[src/rtl/muldiv_pkg.sv]
// Shared op-code constants, FSM state encoding and op-class helpers for the
// multiply/divide unit.
package muldiv_pkg;

  localparam logic [2:0] OP_MUL    = 3'd0;
  localparam logic [2:0] OP_MULH   = 3'd1;
  localparam logic [2:0] OP_MULHSU = 3'd2;
  localparam logic [2:0] OP_MULHU  = 3'd3;
  localparam logic [2:0] OP_DIV    = 3'd4;
  localparam logic [2:0] OP_DIVU   = 3'd5;
  localparam logic [2:0] OP_REM    = 3'd6;
  localparam logic [2:0] OP_REMU   = 3'd7;

  typedef enum logic [1:0] {
    S_IDLE = 2'd0,
    S_MUL  = 2'd1,
    S_DIV  = 2'd2,
    S_DONE = 2'd3
  } state_t;

  function automatic logic is_mul_op(input logic [2:0] op);
    return (op == OP_MUL) || (op == OP_MULH) || (op == OP_MULHSU) || (op == OP_MULHU);
  endfunction

  function automatic logic is_signed_div(input logic [2:0] op);
    return (op == OP_DIV) || (op == OP_REM);
  endfunction

  function automatic logic is_rem_op(input logic [2:0] op);
    return (op == OP_REM) || (op == OP_REMU);
  endfunction

endpackage

[src/rtl/muldiv_div_core.sv]
// Radix-2 restoring divider on operand magnitudes; exposes the next-step
// quotient/remainder so the caller can apply sign fixup on the final step.
module muldiv_div_core #(
  parameter int XLEN = 32
) (
  input  logic            i_clk,
  input  logic            i_rst,
  input  logic            i_load,
  input  logic            i_step,
  input  logic            i_signed,
  input  logic [XLEN-1:0] i_a,
  input  logic [XLEN-1:0] i_b,
  output logic            o_last,
  output logic [XLEN-1:0] o_quo_next,
  output logic [XLEN-1:0] o_rem_next
);

  localparam int CW = $clog2(XLEN) + 1;

  logic [XLEN-1:0] quo_reg, rem_reg, dvs_reg;
  logic [CW-1:0]   cnt_reg;
  logic [XLEN-1:0] a_mag, b_mag;
  logic [XLEN:0]   shifted;
  logic            ge;

  assign a_mag = (i_signed && i_a[XLEN-1]) ? -i_a : i_a;
  assign b_mag = (i_signed && i_b[XLEN-1]) ? -i_b : i_b;

  // When the trial subtraction succeeds the difference is below the divisor,
  // so the low XLEN bits of the subtraction are exact.
  assign shifted    = {rem_reg, quo_reg[XLEN-1]};
  assign ge         = shifted >= {1'b0, dvs_reg};
  assign o_rem_next = shifted[XLEN-1:0] - (ge ? dvs_reg : '0);
  assign o_quo_next = {quo_reg[XLEN-2:0], ge};
  assign o_last     = (cnt_reg == CW'(1));

  always_ff @(posedge i_clk or posedge i_rst) begin
    if (i_rst) begin
      quo_reg <= '0;
      rem_reg <= '0;
      dvs_reg <= '0;
      cnt_reg <= '0;
    end else if (i_load) begin
      quo_reg <= a_mag;
      rem_reg <= '0;
      dvs_reg <= b_mag;
      cnt_reg <= CW'(XLEN);
    end else if (i_step) begin
      quo_reg <= o_quo_next;
      rem_reg <= o_rem_next;
      if (cnt_reg != '0) cnt_reg <= cnt_reg - CW'(1);
    end
  end

endmodule

[src/rtl/muldiv_unit.sv]
// RV32M-style multiply/divide unit: pipelined multiplier, iterative divider,
// and the IDLE/MUL/DIV/DONE control FSM.
module muldiv_unit
  import muldiv_pkg::*;
#(
  parameter int XLEN    = 32,
  parameter int MUL_LAT = 2
) (
  input  logic            i_clk,
  input  logic            i_rst,
  input  logic            i_start,
  input  logic [2:0]      i_op,
  input  logic [XLEN-1:0] i_A,
  input  logic [XLEN-1:0] i_B,
  input  logic            i_flush,
  output logic            o_busy,
  output logic            o_done,
  output logic [XLEN-1:0] o_result
);

  localparam int PIPE_N = (MUL_LAT > 1) ? MUL_LAT - 1 : 1;
  localparam logic [XLEN-1:0] XMIN = {1'b1, {(XLEN-1){1'b0}}};

  state_t          state_reg, state_next;
  logic [2:0]      op_reg;
  logic            q_neg_reg, r_neg_reg;
  logic [1:0]      mul_cnt_reg;
  logic [XLEN-1:0] result_reg, result_next;
  logic            start_ok, mul_last, div_last;
  logic            div_zero, div_ovf, div_special;
  logic [XLEN-1:0] div_special_val, quo_next, rem_next, div_res, mul_res;
  logic            a_ext_hi, b_ext_hi;
  logic [2*XLEN-1:0] a_wide, b_wide, mul_prod, mul_src;
  logic [2*XLEN-1:0] mul_pipe_reg [PIPE_N];
  logic [2:0]      mul_op;

  assign start_ok = i_start && (state_reg == S_IDLE);

  // Zero/overflow divides resolve in one cycle from the raw inputs.
  assign div_zero        = (i_B == '0);
  assign div_ovf         = is_signed_div(i_op) && (i_A == XMIN) && (i_B == '1);
  assign div_special     = div_zero || div_ovf;
  assign div_special_val = div_zero ? (is_rem_op(i_op) ? i_A : '1)
                                    : (is_rem_op(i_op) ? '0 : i_A);

  // Extending each operand by its signedness makes one 2XLEN multiply serve all four ops.
  assign a_ext_hi = ((i_op == OP_MULH) || (i_op == OP_MULHSU)) && i_A[XLEN-1];
  assign b_ext_hi = (i_op == OP_MULH) && i_B[XLEN-1];
  assign a_wide   = {{XLEN{a_ext_hi}}, i_A};
  assign b_wide   = {{XLEN{b_ext_hi}}, i_B};
  assign mul_prod = a_wide * b_wide;

  always_ff @(posedge i_clk or posedge i_rst) begin
    if (i_rst) begin
      for (int k = 0; k < PIPE_N; k++) mul_pipe_reg[k] <= '0;
    end else begin
      if (start_ok && is_mul_op(i_op)) mul_pipe_reg[0] <= mul_prod;
      for (int k = 1; k < PIPE_N; k++) mul_pipe_reg[k] <= mul_pipe_reg[k-1];
    end
  end

  assign mul_src  = (MUL_LAT == 1) ? mul_prod : mul_pipe_reg[PIPE_N-1];
  assign mul_op   = (MUL_LAT == 1) ? i_op : op_reg;
  assign mul_res  = (mul_op == OP_MUL) ? mul_src[XLEN-1:0] : mul_src[2*XLEN-1:XLEN];
  assign mul_last = (mul_cnt_reg == 2'(MUL_LAT - 2));

  muldiv_div_core #(.XLEN(XLEN)) u_div_core (
    .i_clk      (i_clk),
    .i_rst      (i_rst),
    .i_load     (start_ok && !is_mul_op(i_op) && !div_special),
    .i_step     (state_reg == S_DIV),
    .i_signed   (is_signed_div(i_op)),
    .i_a        (i_A),
    .i_b        (i_B),
    .o_last     (div_last),
    .o_quo_next (quo_next),
    .o_rem_next (rem_next)
  );

  assign div_res = is_rem_op(op_reg) ? (r_neg_reg ? -rem_next : rem_next)
                                     : (q_neg_reg ? -quo_next : quo_next);

  always_ff @(posedge i_clk or posedge i_rst) begin
    if (i_rst) begin
      state_reg   <= S_IDLE;
      op_reg      <= '0;
      q_neg_reg   <= 1'b0;
      r_neg_reg   <= 1'b0;
      mul_cnt_reg <= '0;
      result_reg  <= '0;
    end else begin
      state_reg <= state_next;
      if (start_ok) begin
        op_reg      <= i_op;
        q_neg_reg   <= is_signed_div(i_op) && (i_A[XLEN-1] ^ i_B[XLEN-1]);
        r_neg_reg   <= is_signed_div(i_op) && i_A[XLEN-1];
        mul_cnt_reg <= '0;
      end else if (state_reg == S_MUL) begin
        mul_cnt_reg <= mul_cnt_reg + 2'd1;
      end
      if (state_next == S_DONE) result_reg <= result_next;
    end
  end

  always_comb begin
    state_next = state_reg;
    unique case (state_reg)
      S_IDLE: if (i_start) begin
        if (is_mul_op(i_op)) state_next = (MUL_LAT == 1) ? S_DONE : S_MUL;
        else                 state_next = div_special ? S_DONE : S_DIV;
      end
      S_MUL:  if (i_flush) state_next = S_IDLE; else if (mul_last) state_next = S_DONE;
      S_DIV:  if (i_flush) state_next = S_IDLE; else if (div_last) state_next = S_DONE;
      S_DONE: state_next = S_IDLE;
      default: state_next = S_IDLE;
    endcase
  end

  always_comb begin
    result_next = result_reg;
    unique case (state_reg)
      S_IDLE:  result_next = is_mul_op(i_op) ? mul_res : div_special_val;
      S_MUL:   result_next = mul_res;
      S_DIV:   result_next = div_res;
      default: result_next = result_reg;
    endcase
  end

  always_comb begin
    o_busy = (state_reg != S_IDLE);
    o_done = (state_reg == S_DONE);
  end

  assign o_result = result_reg;

endmodule

[config.mk]
export PLATFORM = sky130hd
export DESIGN_NAME = muldiv_unit
export DESIGN_NICKNAME = d
export VERILOG_FILES = /design/src/rtl/muldiv_pkg.sv /design/src/rtl/muldiv_div_core.sv /design/src/rtl/muldiv_unit.sv
export SDC_FILE = /design/constraint.sdc
export NUM_CORES = 2
export LEC_CHECK = 0
export BUFFER_PORTS_ARGS = -buffer_cell sky130_fd_sc_hd__buf_2
export CORE_ASPECT_RATIO = 1.5
export CORE_MARGIN = 4
export CORE_UTILIZATION = 60
export CTS_CLUSTER_DIAMETER = 50
export DETAILED_ROUTE_END_ITERATION = 12
export PLACE_DENSITY = 0.8
export SETUP_SLACK_MARGIN = 0.15
export SLEW_MARGIN = 0
export SYNTH_ARGS = -nofsm -noshare
export SYNTH_HDL_FRONTEND = slang
export SYNTH_SLANG_ARGS = --single-unit
[constraint.sdc]
create_clock -name i_clk -period 6 [get_ports i_clk]
set_input_delay 0.9 -clock i_clk [delete_from_list [all_inputs] [get_ports i_clk]]
set_output_delay 0.9 -clock i_clk [all_outputs]
set_load 0.01 [all_outputs]
# After elaboration in Yosys (flattened, before gate mapping)
# Index checks and enable logic that the tools add are counted.
# W data, S select, Z words.
# classes
add_sub_neg	7
multipliers	1
n_lt_le_gt_ge	1
n_eq_ne	15
mux	29
bitwise	1
n_reduce_logical	34
# ops
operator	count
$mux W32	15
$neg A32 Y32	4
$pmux W32 S3	1
$eq A32 B32 Y1 const B	2
$mul A33 B33 Y64	1
$ge A33 B32 Y1	1
$logic_not A32 Y1	1
$sub A32 B32 Y32	1
$mux W6	3
$mux W2	8
$eq A3 B3 Y1 const B	5
$logic_and A1 B1 Y1	11
$logic_or A1 B1 Y1	8
$pmux W2 S4	1
$reduce_bool A2 Y1	4
$eq A2 B2 Y1 const B	3
$eq A3 B2 Y1 const B	2
$eq A6 B1 Y1 const B	1
$logic_not A3 Y1	2
$reduce_bool A6 Y1	1
$sub A6 B1 Y6 const B	1
$logic_not A2 Y1	2
$reduce_and A2 Y1	2
$eq A3 B1 Y1 const B	1
other kinds (6)	7
# word_totals
regBits	207
inputBits	71
output_inout_bits	34
elab_cells	99

# Logic depth before layout (Yosys ltp)
# depth
ltp_word	11
ltp_mapped	34
depth_no_buf	32

# Modules after synthesis
# A second synthesis with hierarchy kept.
# hier_totals
cells_unflattened	6176
hier_area_um2	54046.8
# modules_own_cells
mod	instances	cells_each	area_each_um2	seq_area_each_um2
muldiv_unit	1	5204	45879.0	2627.5
muldiv_div_core	1	972	8167.8	2552.4

# Least setup slack after synthesis
# Ideal clock, no wire load.
# synth_path
path_kind	input -> register
startpoint	input i_op[2]
endpoint	register mul_pipe_reg[62] in the netlist's numbering
setup_time_ps	135
arrival_ps	8840
required_ps	5865
slack_ps	-2974
cell_stages	31
path_buffers	4
cell_sequence	clkbuf_1 -> a21oi_1 -> and2_1 -> clkbuf_1 -> clkbuf_1 -> nand2_1 -> fa_1 -> fa_1 -> inv_1 -> fa_1 -> inv_1 -> fa_1 -> inv_1 -> fa_1 -> fa_1 -> fa_1 -> inv_1 -> fa_1 -> inv_1 -> ha_1 -> clkbuf_1 -> nand2_1 -> nand2_1 -> a21o_1 -> a21oi_1 -> nor2_1 -> a21oi_1 -> o311a_1 -> o31ai_1 -> xnor2_1 -> o21ai_0
# synth_between
elab_chain_cells	5
word_cells_on_any_way	12
cone_classes	1 x mul; 3 x eq/ne; 8 x reduce/logical
# synth_lines
item	line	rtl
from (decl)	muldiv_unit.sv:12	input logic [2:0] i_op,
parallel branches: the longest is 5 deep, another holds $mul A33 B33 Y64	n/a	
to (decl)	muldiv_unit.sv:34	logic [2*XLEN-1:0] mul_pipe_reg [PIPE_N];
# Parallel ways; which one is timed is not known.
# A chain may end at the register's enable or synchronous reset.

# Final worst setup path
# layout_path
startpoint	input i_op[0]
endpoint	register mul_pipe_reg[53] in the netlist's numbering
# Same word-level chain as after synthesis.

==> impl_metrics.json <==
{
  "crit_path_frequent_cell": "fa_1",
  "layout_commonest_cell": "inv_1",
  "crit_arrival_ns": 8.34,
  "finalHoldViolations": 0,
  "start_util_pct": 60.8,
  "place_congestion": 1.00,
  "cp_slowest_cell": "fa_2",
  "antenna_found_initial": 12,
  "cts_tree": "built",
  "synth_edf_count": 0,
  "cpPeakStageDelay_ns": 0.66,
  "setup_viol": 67,
  "grt_pass1_wl_um": 285000,
  "synthCells": 6139,
  "hold_ws_ns": 0.276,
  "period_share_pct": 132,
  "yosysSeqAreaShare_pct": 9.68,
  "clock_path_buffers": 3,
  "fp.dieH_um": 374,
  "num_vias": 47700,
  "reg2reg_from": "u_div_core.dvs_reg[10]",
  "final_cell_mix": "inv_1, fa_1, nand2_1",
  "tightest_slew_ns": 1.04,
  "async_flop_share_pct": 100,
  "avgRoutedWirePerCell_um": 24.0,
  "synthFlopType": "dfrtp_1",
  "drive_above_1_share_pct": 23.1,
  "die_x_um": 252,
  "grt_usage_pct": 39.4,
  "grt_pass1_vias": 51000,
  "crit_required_ns": 6.44,
  "rows": 133,
  "grt_overflow": 0,
  "drt_first_pass_iters": 6,
  "synthesis.area_um2": 53500,
  "r2r_setup_slack_ns": -0.54,
  "largest_reg_flops": 64,
  "postRouteAntennaNets": 0,
  "core_area_um2": 88000,
  "slew_headroom_pct": 30.8,
  "path_class": "input port to flip-flop",
  "wl_um": 191000,
  "fmax_mhz": 127,
  "cts-root-buf": "clkbuf_16",
  "r2r_end": "o_result[31]",
  "status": "finished with violations",
  "cp-start-kind": "input port",
  "final_max_slew_viol_count": 0,
  "cp-end-kind": "flip-flop",
  "route.detailed.drc": 0,
  "yosysUniqueCellTypes": 86,
  "syn_to_final_growth_pct": 23.5,
  "hpwl_um": 150000,
  "crit_fanout": 5,
  "violations": "negative setup slack",
  "htreeDepth": 1,
  "fin_ws_ns": -1.90,
  "ys_seq_elements": 207,
  "dieArea_um2": 94100,
  "cap_violations": 0,
  "rr_worst_depth": 26,
  "drt_iter0_markers": 4913,
  "drt-vias-per-instance": 6.00,
  "cts_sinks": 207,
  "fin_nets": 8267,
  "skew_ns": 0.0174,
  "clk_latency_ns": 0.57,
  "hold_path_class": "input port to asynchronous set/reset pin",
  "io_buffers": 104,
  "io_pins": 105,
  "syn_nets": 7626,
  "avgSynthCellArea_um2": 8.71,
  "fin_crit_ns": 7.90,
  "cts.clk_slew.worst_paths_ns": 0.06,
  "rsz0062_at_grt": "true",
  "yosys_warnings": 0,
  "numCtsBuffers": 27,
  "grt_max_degree": 132
}
final cells by class:
type | count | area (um2)
antenna | 12 | 30.0
clock buffer | 32 | 724
clock inverter | 17 | 246
fill | 5840 | 22000
inverter | 1236 | 4660
multi-input combinational | 4306 | 45000
sequential | 207 | 5180
tap | 1147 | 1440
timing repair buffer | 1002 | 8800
how the worst max path moves through the flow:
| stage | start | end | cells past startpoint |
|---|---|---|---|
| floorplan | i_op[0] | mul_pipe_reg[58] | 31 |
| global placement | i_A[19] | mul_pipe_reg[60] | 28 |
| detailed placement | i_op[1] | mul_pipe_reg[55] | 33 |
| CTS | i_op[0] | mul_pipe_reg[62] | 28 |
| global route | i_op[0] | mul_pipe_reg[60] | 30 |
| finish | i_op[0] | mul_pipe_reg[53] | 33 |
kinds of logic after synthesis:
logic type                 Yosys count  share of synthesized area, %
and+or+nand+nor                   1828                          15.7
muxes                               96                          1.84
DFF                                207                          9.68
buffers and inverters             1626                          11.4
AOI/OAI and AO/OA                  742                          8.72
adders and majority gates         1429                          49.2
xor gates and xnor gates           211                          3.45
per-layer routing:
layer  wire length [um]  track usage [%]  vias up
met5                  7                0        -
met4              23600             34.8        2
met3              16100             6.22     1082
met2              90400             64.9     2805
met1              61100             44.0    23900
li1                   -                -    20000
per-stage QoR:
| stage | utilization (%) | TNS, ns | instance area [um2] | setup slack (ns) | cells |
|---|---|---|---|---|---|
| 4_1_cts | 72.4 | -69.29 | 63700 | -1.81 | 7878 |
| 3_5_place_dp | 69.4 | -116.89 | 61100 | -2.67 | 7779 |
| 6_report | 75.1 | -75.15 | 66100 | -1.90 | 7959 |
| 5_1_grt | 75.0 | -86.50 | 66100 | -2.12 | 7951 |
| 3_3_place_gp | 69.4 | -111.92 | 61100 | -2.55 | 7779 |
| 2_1_floorplan | - | -64.48 | 55200 | -2.06 | 6139 |
synth_stat cells (24+ instances only):
master       n  area (um2)
a211oi_1    33         248
a21o_1      40         300
a21oi_1    180         901
and2_1     350        2190
buf_1       80         300
clkbuf_1   304        1140
dfrtp_1    207        5180
fa_1      1126       22500
ha_1       290        3630
inv_1     1234        4630
mux2i_1     77         771
nand2_1   1023        3840
nand3_1     30         150
nand4_1     24         150
nor2_1     193         724
nor3_1      42         210
o21ai_0    247        1240
o31ai_1     49         368
xnor2_1    139        1220
xor2_1      72         631
critical path: cells and delay by family:
family,cells,cell delay [ns]
and+or+nand+nor,3,0.44
xor gates and xnor gates,1,0.13
buffers and inverters,11,1.07
AOI/OAI and AO/OA,9,1.39
adders and majority gates,9,4.39
what timing repair did:
item / 4_1_cts / 5_1_grt
hold buffers: 0 / 0
buffers inserted: 47 / 68
cloned: 3 / 1
resized for setup: 316 / 385
pin swaps: 168 / 257
endpoints found under the setup margin: 80 / 82
Power is not shown: default switching activity piles up to over one toggle a cycle in this logic, so the estimate is an artifact.
